File: src/rtl/fetch_unit_if.sv
// Instruction-memory read port: one outstanding request, held until ack.
interface fetch_unit_if;
  logic        req;
  logic [31:0] addr;
  logic        ack;
  logic [31:0] rdata;

  modport master (output req, addr, input ack, rdata);
  modport slave  (input req, addr, output ack, rdata);
endinterface

File: src/rtl/fetch_unit.sv
// Fetch stage / PC sequencer: owns the PC, issues one-outstanding imem reads,
// holds the IF/ID register and redirects on branch/J/JR (no delay slot).
module fetch_unit #(
  parameter logic [31:0] RESET_PC = 32'h0000_0000
) (
  input  logic               clk,
  input  logic               rst,        // async, active low
  fetch_unit_if.master       imem,
  output logic               id_valid,
  output logic [31:0]        id_instr,
  output logic [31:0]        id_pc4,
  input  logic               id_stall,
  input  logic [1:0]         PCSrc,
  input  logic [31:0]        jr_target
);

  typedef enum logic [1:0] {S_BOOT, S_REQ, S_HOLD, S_SQUASH} state_e;

  state_e      state_q, state_d;
  logic [31:0] pc_q, pc_d;
  logic        req_q, req_d;
  logic        id_valid_q, id_valid_d;
  logic [31:0] id_instr_q, id_instr_d;
  logic [31:0] id_pc4_q, id_pc4_d;
  logic [31:0] skid_instr_q, skid_instr_d;
  logic [31:0] skid_pc4_q, skid_pc4_d;
  logic [31:0] pend_pc_q, pend_pc_d;

  logic        adv, redir, ack;
  logic [31:0] pc4, target;

  // Low address bits of the JR source are forced to zero and never used.
  logic unused_jr;
  assign unused_jr = ^jr_target[1:0];

  assign adv   = id_valid_q & ~id_stall;
  assign redir = adv & (PCSrc != 2'd0);
  // ack only means something while a request is actually out.
  assign ack   = imem.ack & req_q;
  assign pc4   = pc_q + 32'd4;

  // Redirect target chosen by the decoder's PCSrc for the instruction in ID.
  always_comb begin
    target = id_pc4_q;
    case (PCSrc)
      2'd1:    target = id_pc4_q + {{14{id_instr_q[15]}}, id_instr_q[15:0], 2'b00};
      2'd2:    target = {id_pc4_q[31:28], id_instr_q[25:0], 2'b00};
      2'd3:    target = {jr_target[31:2], 2'b00};
      default: target = id_pc4_q;
    endcase
  end

  // Next-state logic for the sequencer, IF/ID register, skid and pending PC.
  always_comb begin
    state_d      = state_q;
    pc_d         = pc_q;
    id_valid_d   = id_valid_q;
    id_instr_d   = id_instr_q;
    id_pc4_d     = id_pc4_q;
    skid_instr_d = skid_instr_q;
    skid_pc4_d   = skid_pc4_q;
    pend_pc_d    = pend_pc_q;
    case (state_q)
      S_BOOT: state_d = S_REQ;
      S_REQ: begin
        if (redir) begin
          id_valid_d = 1'b0;
          if (ack) pc_d = target;          // wrong-path data dropped
          else begin
            pend_pc_d = target;            // must still drain the old request
            state_d   = S_SQUASH;
          end
        end else if (ack) begin
          pc_d = pc4;
          if (!id_valid_q || !id_stall) begin
            id_instr_d = imem.rdata;
            id_pc4_d   = pc4;
            id_valid_d = 1'b1;
          end else begin
            skid_instr_d = imem.rdata;
            skid_pc4_d   = pc4;
            state_d      = S_HOLD;
          end
        end else if (adv) begin
          id_valid_d = 1'b0;
        end
      end
      S_HOLD: begin
        if (redir) begin
          pc_d       = target;
          id_valid_d = 1'b0;
          state_d    = S_REQ;
        end else if (!id_stall) begin
          id_instr_d = skid_instr_q;
          id_pc4_d   = skid_pc4_q;
          id_valid_d = 1'b1;
          state_d    = S_REQ;
        end
      end
      S_SQUASH: begin
        if (ack) begin
          pc_d    = pend_pc_q;
          state_d = S_REQ;
        end
      end
      default: state_d = S_BOOT;
    endcase
  end

  // Request is a registered function of the next state: no ack-to-req path.
  assign req_d = (state_d == S_REQ) || (state_d == S_SQUASH);

  // State registers; reset abandons any outstanding request.
  always_ff @(posedge clk or negedge rst) begin
    if (!rst) begin
      state_q      <= S_BOOT;
      pc_q         <= RESET_PC;
      req_q        <= 1'b0;
      id_valid_q   <= 1'b0;
      id_instr_q   <= 32'd0;
      id_pc4_q     <= 32'd0;
      skid_instr_q <= 32'd0;
      skid_pc4_q   <= 32'd0;
      pend_pc_q    <= 32'd0;
    end else begin
      state_q      <= state_d;
      pc_q         <= pc_d;
      req_q        <= req_d;
      id_valid_q   <= id_valid_d;
      id_instr_q   <= id_instr_d;
      id_pc4_q     <= id_pc4_d;
      skid_instr_q <= skid_instr_d;
      skid_pc4_q   <= skid_pc4_d;
      pend_pc_q    <= pend_pc_d;
    end
  end

  assign imem.req  = req_q;
  assign imem.addr = pc_q;
  assign id_valid  = id_valid_q;
  assign id_instr  = id_instr_q;
  assign id_pc4    = id_pc4_q;

endmodule
File: src/flat_wrapper.sv
// flat-port wrapper written by rule: the top's interface ports become plain ports
module fetch_unit_flat 
#(
  parameter logic [31:0] RESET_PC = 32'h0000_0000
)
  (clk, rst, id_valid, id_instr, id_pc4, id_stall, PCSrc, jr_target, imem_req, imem_addr, imem_ack, imem_rdata);
  fetch_unit_if imem_i ();
  input  logic clk;
  input  logic rst;
  output logic id_valid;
  output logic [31:0] id_instr;
  output logic [31:0] id_pc4;
  input  logic id_stall;
  input  logic [1:0] PCSrc;
  input  logic [31:0] jr_target;
  output wire logic [$bits(imem_i.req)-1:0] imem_req;
  output wire logic [$bits(imem_i.addr)-1:0] imem_addr;
  input wire logic [$bits(imem_i.ack)-1:0] imem_ack;
  input wire logic [$bits(imem_i.rdata)-1:0] imem_rdata;
  assign imem_req = imem_i.req;
  assign imem_addr = imem_i.addr;
  assign imem_i.ack = imem_ack;
  assign imem_i.rdata = imem_rdata;
  fetch_unit #(.RESET_PC(RESET_PC)) u_core (.clk(clk), .rst(rst), .imem(imem_i), .id_valid(id_valid), .id_instr(id_instr), .id_pc4(id_pc4), .id_stall(id_stall), .PCSrc(PCSrc), .jr_target(jr_target));
endmodule
File: config.mk
export PLATFORM = sky130hd
export DESIGN_NAME = fetch_unit_flat
export DESIGN_NICKNAME = d
export VERILOG_FILES = /design/src/rtl/fetch_unit_if.sv /design/src/rtl/fetch_unit.sv /design/src/flat_wrapper.sv
export SDC_FILE = /design/constraint.sdc
export NUM_CORES = 1
export LEC_CHECK = 0
export CAP_MARGIN = 15
export CELL_PAD_IN_SITES_DETAIL_PLACEMENT = 0
export CELL_PAD_IN_SITES_GLOBAL_PLACEMENT = 1
export CORE_UTILIZATION = 42
export DETAILED_ROUTE_END_ITERATION = 6
export PLACE_DENSITY_LB_ADDON = 0.1
export SLEW_MARGIN = 40
export SYNTH_ARGS = -nofsm -noshare
export SYNTH_HDL_FRONTEND = slang
export SYNTH_SLANG_ARGS = --single-unit
export TNS_END_PERCENT = 20
File: constraint.sdc
create_clock -name clk -period 3.8 [get_ports clk]
set_input_delay 0.76 -clock clk [delete_from_list [all_inputs] [get_ports clk]]
set_output_delay 0.76 -clock clk [all_outputs]
set_load 0.005 [all_outputs]
-- After elaboration in Yosys (flattened, before gate mapping)
Cells that the tools add are included.
Widths: inputs -> output; s select.
- muxes and demuxes: 34
- reductions and logical operators: 13
- multiply operators: 0
- eq/ne operators: 18
- divide/modulo/power cells: 0
- bitwise operators: 7
- shift operators: 0
- order comparisons: 0
- $add $sub $neg: 2
- operator list (kind ; number):
    $mux 32 ; 15
    $pmux 32 s3 ; 2
    $pmux 32 s2 ; 2
    $add 32x3->32 const B ; 1
    $add 32x32->32 ; 1
    $mux 2 ; 7
    $reduce_and 4->1 ; 3
    $eq 2x2->1 const B ; 5
    $ne 2x1->1 const B ; 4
    $pmux 2 s4 ; 1
    $eq 2x1->1 const B ; 3
    $mux 1 ; 6
    $ne 2x2->1 const B ; 3
    $reduce_and 6->1 ; 1
    $ne 4x1->1 const B ; 1
    $ne 4x3->1 const B ; 1
    $not 1->1 ; 4
    $reduce_bool 2->1 ; 2
    $and 1x1->1 ; 3
    $ne 3x2->1 const B ; 1
    $reduce_and 3->1 ; 1
    $reduce_bool 3->1 ; 1
    $logic_not 1->1 ; 2
    $logic_not 2->1 ; 1
    other kinds (2) ; 3
- bits in latches: 0
- bits in read-only memories: 0
- memories: 0
- RAM bits: 0
- input port bits: 70
- flip-flop bits (word level): 196

-- Longest topological paths before layout
Gate-level depths: netlist of run 1.
- depth after elaboration: 8
- gate-level depth with buffers: 12
- mapped depth without buffers: 12

-- Worst setup path before layout of run 1
OpenSTA, ideal clock, no wires.
- path kind: register to register
- start: register u_core.id_instr_q[15], in the netlist u_core.id_instr[15]
- end: register u_core.pc_q[26], in the netlist u_core.imem.addr[26]
- cell stages (with the launch flop): 11
- arrival time: 2.660 ns
- period minus slack after synthesis: 2.781 ns
- library setup time: 0.121 ns
- path slack: 1.019 ns
- path buffers: 0
- cells stage by stage: dfrtp_1 -> ha_1 -> and2_1 -> and3_1 -> nand2_1 -> o21ai_0 -> nor3_2 -> or3b_1 -> a311oi_2 -> nor3_1 -> o22a_1
- word-level cells in the longest chain between the ends: 5
- elaborated cells between the ends (all ways): 6
- those cells by class: add/sub (1); mux (5)
- RTL lines (item ; line ; source):
    start, declared ; fetch_unit.sv:23 ; logic [31:0] id_instr_q, id_instr_d;
    start signal, assigned ; fetch_unit.sv:130 ; id_instr_q <= id_instr_d;
    $add 32x32->32 * ; fetch_unit.sv:46 ; 2'd1: target = id_pc4_q + {{14{id_instr_q[15]}}, id_instr_q[15:0], 2'b00};
    $pmux 32 s3 * ; fetch_unit.sv:45 ; case (PCSrc)
    $mux 32 ; fetch_unit.sv:68 ; if (ack) pc_d = target;
    $mux 32 ; fetch_unit.sv:66 ; if (redir) begin
    $pmux 32 s3 * ; fetch_unit.sv:63 ; case (state_q)
    end signal, assigned ; fetch_unit.sv:127 ; pc_q <= pc_d;
    end, declared ; fetch_unit.sv:20 ; logic [31:0] pc_q, pc_d;
Every way passes the cells marked *; elsewhere a longest branch is shown, timed or not. The select of a mux whose other input is x is not followed.
A chain may end at the register's enable or synchronous reset.

-- Worst setup path in the final report of run 1
- start: register u_core.id_instr_q[0], in the netlist u_core.id_instr[0]
- end: register u_core.pc_q[26], in the netlist u_core.imem.addr[26]
The elaborated chain is that of the path after synthesis.

==> results of run 1 <==
sequential cells by signal, indices dropped and copies added, names as in the netlist:
| name | flops |
|---|---|
| u_core.id_pc4 | 32 |
| u_core.imem.addr | 32 |
| u_core.skid_instr_q | 32 |
| u_core.id_valid | 1 |
| u_core.pend_pc_q | 32 |
| u_core.state_q | 2 |
| u_core.skid_pc4_q | 32 |
| u_core.id_instr | 32 |
cells by family after synthesis:
kind of cell	after synthesis
and+or+nand+nor	416
AOI/OAI and AO/OA	325
adders and majority gates	35
xor gates and xnor gates	48
DFF	195
muxes	113
buffers and inverters	91
area by class of cell:
| type | count | area (µm²) | area share [%] |
|---|---|---|---|
| clock buffer | 18 | 439 | 3.12 |
| clock inverter | 14 | 203 | 1.44 |
| inverter | 20 | 75.1 | 0.533 |
| multi-input combinational | 937 | 6080 | 43.2 |
| sequential | 195 | 4880 | 34.7 |
| tap | 335 | 419 | 2.98 |
| timing repair buffer | 195 | 1980 | 14.1 |
metal layers:
metal  vias up  wire length, µm  global-route usage, %  part of all wire [%]
li1       4615                -                      -                     -
met1      4646            17100                   39.1                    50
met2       282            14100                   35.1                    42
met3        23             2250                   5.16                   6.6
met4         0              539                   6.12                   1.6
met5         -                0                      0                     0
worst max-delay path, stage by stage, from the launching register on:
cell and delay [ns]:
dfrtp_1 0.45, ha_1 0.20, inv_1 0.06, fa_1 0.39
nand2b_1 0.22, a21oi_4 0.20, o21bai_4 0.12, a211oi_4 0.26
nor3_2 0.11, or3b_1 0.40, a311oi_2 0.40, nor3_1 0.13
o22a_1 0.17
through the flow:
stage               power [W]  instance area (µm²)
detailed placement     0.0117                13400
finish                 0.0137                14100
floorplan             0.00870                11400
global placement       0.0115                13400
global route           0.0149                14100
CTS                    0.0138                14000
power by group through the flow:
stage,sequential (W),clock [W],combinational [W]
after detailed placement,0.00406,0,0.00763
after global routing,0.00420,0.00213,0.00853
after floorplan,0.00383,0,0.00487
after CTS,0.00404,0.00205,0.00767
after global placement,0.00405,0,0.00741
final,0.00405,0.00201,0.00767
cell usage in the layout, fill, tap and decap left out, types with 4 or more instances in the layout:
| cell | synthesis | layout |
|---|---|---|
| o21a_1 | 6 | 6 |
| inv_6 | 0 | 4 |
| o31ai_1 | 7 | 7 |
| a211oi_1 | 11 | 11 |
| and2_1 | 5 | 5 |
| a22o_1 | 6 | 6 |
| clkbuf_16 | 0 | 17 |
| dfrtp_1 | 195 | 195 |
| inv_1 | 20 | 20 |
| o21ai_1 | 4 | 4 |
| nand3b_1 | 4 | 4 |
| nand3_1 | 27 | 27 |
| a21o_1 | 13 | 13 |
| xor2_1 | 21 | 21 |
| mux2_2 | 48 | 48 |
| clkdlybuf4s50_1 | 0 | 162 |
| mux2i_1 | 51 | 51 |
| or3_1 | 8 | 8 |
| nand2_1 | 179 | 179 |
| a22oi_1 | 6 | 6 |
| nor3_1 | 20 | 20 |
| a21oi_1 | 112 | 112 |
| nor2_1 | 121 | 120 |
| ha_1 | 34 | 33 |
| xnor2_1 | 27 | 27 |
| buf_4 | 4 | 22 |
| o22a_1 | 4 | 4 |
| or2_2 | 4 | 4 |
| buf_12 | 0 | 5 |
| a221oi_1 | 11 | 10 |
| and3_1 | 11 | 11 |
| o221ai_1 | 5 | 5 |
| nor2b_1 | 12 | 12 |
| nand4_1 | 10 | 10 |
| mux4_2 | 14 | 14 |
| o21ai_0 | 107 | 106 |
worst max path at each step:
stage | depth (start not counted) | slack [ns] | end | from
floorplan | 10 | 1.02 | u_core.imem.addr[26] | u_core.id_instr[15]
global placement | 8 | 0.60 | u_core.imem.addr[2] | id_stall
detailed placement | 8 | 0.61 | u_core.imem.addr[2] | id_stall
CTS | 12 | 0.62 | u_core.imem.addr[26] | u_core.id_instr[0]
global route | 10 | 0.43 | u_core.imem.addr[21] | u_core.id_pc4[5]
finish | 12 | 0.59 | u_core.imem.addr[26] | u_core.id_instr[0]
==> run metrics, run 1 <==
outcome finished, violations left; failing checks DRC; Initial Utilization 43.2%; Power Density 975 nW/µm²; final setup margin 0.585 ns; unrepaired setup endpoints after global routing false; Post-synth top flop dfrtp_1; Synth Area in XOR/XNOR 3.70%; Psw 0.00607 W; crit path kind register to register; Final Hold Fails 0; synthesized-area fraction occupied by adder cells 3.92%; Final Util a little over half; register share of total power 29.5%; IO Pins 168; Worst Setup Slack post-DPL 0.610 ns; top-count cell post-synth dfrtp_1; Worst-path clk slew about 0.1 ns; placed cell count 1,681; fin cells 1,714; combinational family with the most area after synthesis compound AO/OA/AOI/OAI gates; startpoint types register; Yosys top cell area share between 40 and 50%; Final Cycle Share ~85%; CTS tree built; CP required about 4.1 ns; Max IR drop VDD 0.415 mV; diodes inserted 0; Core Rows 59; crit path max fanout 4; fin crit period 3.21 ns; cell taking the most area after synthesis dfrtp_1; max_cap viols 0; Syn Inst Count approximately 1,200; Clk network pwr share 14.7%; Async SR Flop Fraction 100%; mux cell area share after synthesis roughly an eighth; clock skew 0.0183 ns; r2r worst-path depth 12; synth top area cells dfrtp_1 (43%), nand2_1 (5.9%), a21oi_1 (4.9%), mux2_2 (4.8%), o21ai_0 (4.7%); DR vias/cell 5.58; sw frac 44.2%; setup TNS 0 ns; Iteration-0 DRC Markers between 800 and 900; Max Buffers Root-to-Sink 2; reg2reg end u_core.imem.addr[26]; Clock Latency Late Sink 0.44 ns; Placer Congestion about 0.87; Seq cells post-synth just under 200; PostCTS Resize Cnt 0; Slew @ Worst Pin around 0.86 ns; Mapped Nets around 1,300; Post-DRT Antenna Nets 0; DRC Markers 5; GRT Residual Overflow 0; Max Clk Rate between 300 and 400 MHz; total track usage 25.1%; H-tree levels 4; pin count of the biggest net entering global routing approximately 90; first-pass GRT wire length 53,900 µm; port bufs 165; post-synthesis compound-gate area fraction 17.4%; vias in the first global route ~9,000; Final Net Count 1,471; initial antenna violation count 1; floorplan core area roughly 26,000 µm²; Post-synth EDFFs 0; Num CTS Buffers 17; quantity of hold-fixing buffers added after cts 0; Seq/Total Area, Yosys a little over two fifths; combinational group share of total power between 50% and 60%; hpwl dp 23,900 µm; synth unique cells 66; Hold WS 0.136 ns; CTS Sinks slightly below 200; Synth Area per Inst 9.28 µm²; area grow syn2layout 23.9%; share of post-route cells with drive strength above 1 10.9%; Worst slew margin 42.6%; DR vias ~9,600; Static Leak 5.95 nW; number of fillers in the final layout approximately 2,400; endpoints failing setup 0; CTS Root Cell clkbuf_16; WL per Instance approximately 20 µm; Die X 166 µm; r2r setup slk 0.59 ns; Pre-Repair DR Iteration Count 7; Die Span Y 166 µm; simple-gate share of the synthesized area between 10% and 20%; P_int 0.00765 W; HP Class input pin to asynchronous set/reset pin; final WL 34,000 µm; CP endpoint kind register; commonest cells in the netlist dfrtp_1 (195), nand2_1 (179), nor2_1 (121); Max Transition Viols Final 0; worst r2r src u_core.id_instr[0]; Setup Fix Bufs, Post-CTS 0; yosys warns 0; die area 27,700 µm²; Worst Path Arrival 3.56 ns; Post-Syn Area 11,400 µm²
(Power assumes the default switching activity.)
==> inputs of run 2 (changes only) <==
--- a/config.mk
+++ b/config.mk
@@ -8,7 +8,7 @@
 export CAP_MARGIN = 15
 export CELL_PAD_IN_SITES_DETAIL_PLACEMENT = 0
 export CELL_PAD_IN_SITES_GLOBAL_PLACEMENT = 1
-export CORE_UTILIZATION = 42
+export CORE_UTILIZATION = 38
 export DETAILED_ROUTE_END_ITERATION = 6
 export PLACE_DENSITY_LB_ADDON = 0.1
 export SLEW_MARGIN = 40
==> constraint.sdc (replaced) <==
create_clock -name clk -period 2.85 [get_ports clk]
set_input_delay 0.57 -clock clk [delete_from_list [all_inputs] [get_ports clk]]
set_output_delay 0.57 -clock clk [all_outputs]
set_load 0.005 [all_outputs]
==> run 2 against run 1 <==
Compared with the run above: the run ends with setup timing left; utilization is 1.4 points lower; sequential power is 29% higher; highest routed layer unchanged; first-iteration DRC count is 13% lower.
==> run metrics, run 2 (same netlist as run 1, synthesis figures left out) <==
Initial Utilization 39.1% (-4.1 points); Power Density 1320 nW/µm² (+35%); startpoint types register; port bufs 165 (unchanged); max_cap viols 0 (unchanged); diodes inserted 0 (unchanged); H-tree levels 4 (unchanged); DR vias 9,884 (+3.3%); quantity of hold-fixing buffers added after cts 0 (unchanged); Final Util 52.1% (-1.4 points); Die X 175 µm (+5.1%); Max IR drop VDD 0.562 mV (+35%); CTS Root Cell clkbuf_16; vias in the first global route 9,388 (+3.8%); Core Rows 62 (+5.1%); area grow syn2layout 33.1%; most frequent cells in the layout dfrtp_1 (194), nand2_1 (179), clkdlybuf4s50_1 (162); Pre-Repair DR Iteration Count 5 (-2); CP required 3.18 ns (-0.96 ns); Final Net Count 1,570 (+6.7%); Clock Latency Late Sink 0.45 ns (about the same); total track usage 24.3% (-0.80 points); Slew @ Worst Pin 0.650 ns (-0.212 ns); Static Leak 6.45 nW (+8.3%); r2r worst-path depth 11 (-1); HP Class input pin to asynchronous set/reset pin; commonest non-fill, non-tap cell in the layout dfrtp_1; number of fillers in the final layout 2,731 (+13%); setup TNS -0.0306 ns (-0.0306 ns); initial antenna violation count 0 (-1); hpwl dp 26,600 µm (+12%); Worst Path Arrival 3.21 ns (-0.35 ns); DR vias/cell 5.31 (-4.9%); GRT Residual Overflow 0 (unchanged); DRC Markers 0 (-5); Die Span Y 175 µm (+5.1%); Hold WS 0.0988 ns (-0.0368 ns); Worst slew margin 56.7% (+14 points); first-pass GRT wire length 56,800 µm (+5.5%); r2r setup slk -0.03 ns (-0.62 ns); Final Hold Fails 0 (unchanged); reg2reg end u_core.imem.addr[26]; unrepaired setup endpoints after global routing true; fin cells 1,862 (+8.6%); die area 30,600 µm² (+10%); endpoints failing setup 1 (+1); CP endpoint kind register; placed cell count 1,827 (+8.7%); worst r2r src u_core.id_instr[15]; IO Pins 168 (unchanged); Worst-path clk slew 0.08 ns (-0.02 ns); final setup margin -0.0306 ns (-0.616 ns); Iteration-0 DRC Markers 741 (-13%); share of post-route cells with drive strength above 1 19.4% (+8.5 points); Placer Congestion 0.866 (-0.53%); Max Transition Viols Final 0 (unchanged); outcome finished, violations left; Final Cycle Share 101% (+16 points); failing checks setup timing; final WL 36,600 µm (+7.8%); Num CTS Buffers 17 (unchanged); Max Clk Rate 347 MHz (+12%); fin crit period 2.88 ns (-0.334 ns); Max Buffers Root-to-Sink 2 (unchanged); crit path max fanout 13 (+9); clock skew 0.0186 ns (+0.000352 ns); pin count of the biggest net entering global routing 61 (-34%); WL per Instance 19.7 µm (-0.81%); CTS tree built; Post-DRT Antenna Nets 0 (unchanged); floorplan core area 29,000 µm² (+10%); crit path kind register to register; CTS Sinks 195 (unchanged)
## run 2: cell count changes in the layout (fill, tap and decap cells not counted), moves of 5 or more
cell	change
a21oi_1	-7
ha_4	+7
buf_4	+98
a21oi_2	+7
a211oi_1	-5
ha_1	-11
nor3_1	-5
## run 2: final cells by class
cell class	count	area [µm²]	area share, %
clock buffer	17	425	2.81
clock inverter	15	194	1.28
inverter	20	75.1	0.497
multi-input combinational	937	6340	41.9
sequential	195	4880	32.3
tap	384	480	3.18
timing repair buffer	294	2730	18.0
## run 2: power breakdown
part	switching (W)	internal, W
clock network	0.00132	0.00128
registers	0.00110	0.00412
logic	0.00633	0.00578
## run 2: metal layers
| layer | part of all wire [%] | up-vias | global-route usage, % | routed length [µm] |
|---|---|---|---|---|
| met5 | 0 | - | 0 | 0 |
| met4 | 0.90 | 0 | 4.64 | 329 |
| met3 | 6.2 | 23 | 4.44 | 2270 |
| met2 | 40 | 282 | 32.6 | 14800 |
| met1 | 53 | 4753 | 39.8 | 19200 |
| li1 | - | 4826 | - | - |
## run 2: worst max path at each step
stage          slack (ns)              endpoint                start  cells after the start
2_1_floorplan        0.07  u_core.imem.addr[26]  u_core.id_instr[15]                     10
3_3_place_gp        -0.28  u_core.imem.addr[29]     u_core.id_pc4[3]                     12
3_5_place_dp        -0.29  u_core.imem.addr[29]  u_core.id_instr[12]                     11
4_1_cts             0.003  u_core.imem.addr[29]  u_core.id_instr[15]                     12
5_1_grt             -0.12  u_core.imem.addr[26]  u_core.id_instr[15]                     11
6_report            -0.03  u_core.imem.addr[26]  u_core.id_instr[15]                     11
## run 2: metrics by stage
step / power (W) / setup WS (ns) / instance area [µm²]
2_1_floorplan: 0.0116 / 0.0688 / 11400
3_3_place_gp: 0.0166 / -0.275 / 14200
3_5_place_dp: 0.0167 / -0.292 / 14200
4_1_cts: 0.0195 / 0.00339 / 14900
5_1_grt: 0.0215 / -0.121 / 15100
6_report: 0.0199 / -0.0306 / 15100
## run 2: repair_timing
item                       in CTS  in global routing
buffers inserted                2                  1
gates resized for setup        10                 37
setup endpoints to repair      15                 33
pin swaps                      10                 11
## run 2: critical path, cell delays in order, from the launching register on
cell,delay (ns)
dfrtp_2,0.49
buf_4,0.23
ha_1,0.34
buf_4,0.15
a21o_2,0.19
or3_1,0.33
nor3_2,0.19
buf_4,0.16
o21bai_1,0.11
a311oi_4,0.36
nor3_2,0.08
o22a_1,0.16
==> inputs of run 3 (changes only) <==
--- a/config.mk
+++ b/config.mk
@@ -5,7 +5,7 @@
 export SDC_FILE = /design/constraint.sdc
 export NUM_CORES = 1
 export LEC_CHECK = 0
-export CAP_MARGIN = 15
+export CAP_MARGIN = 40
 export CELL_PAD_IN_SITES_DETAIL_PLACEMENT = 0
 export CELL_PAD_IN_SITES_GLOBAL_PLACEMENT = 1
 export CORE_UTILIZATION = 38
==> results of run 3 <==
Final layout, timing and power as in run 2 (identical DEF).
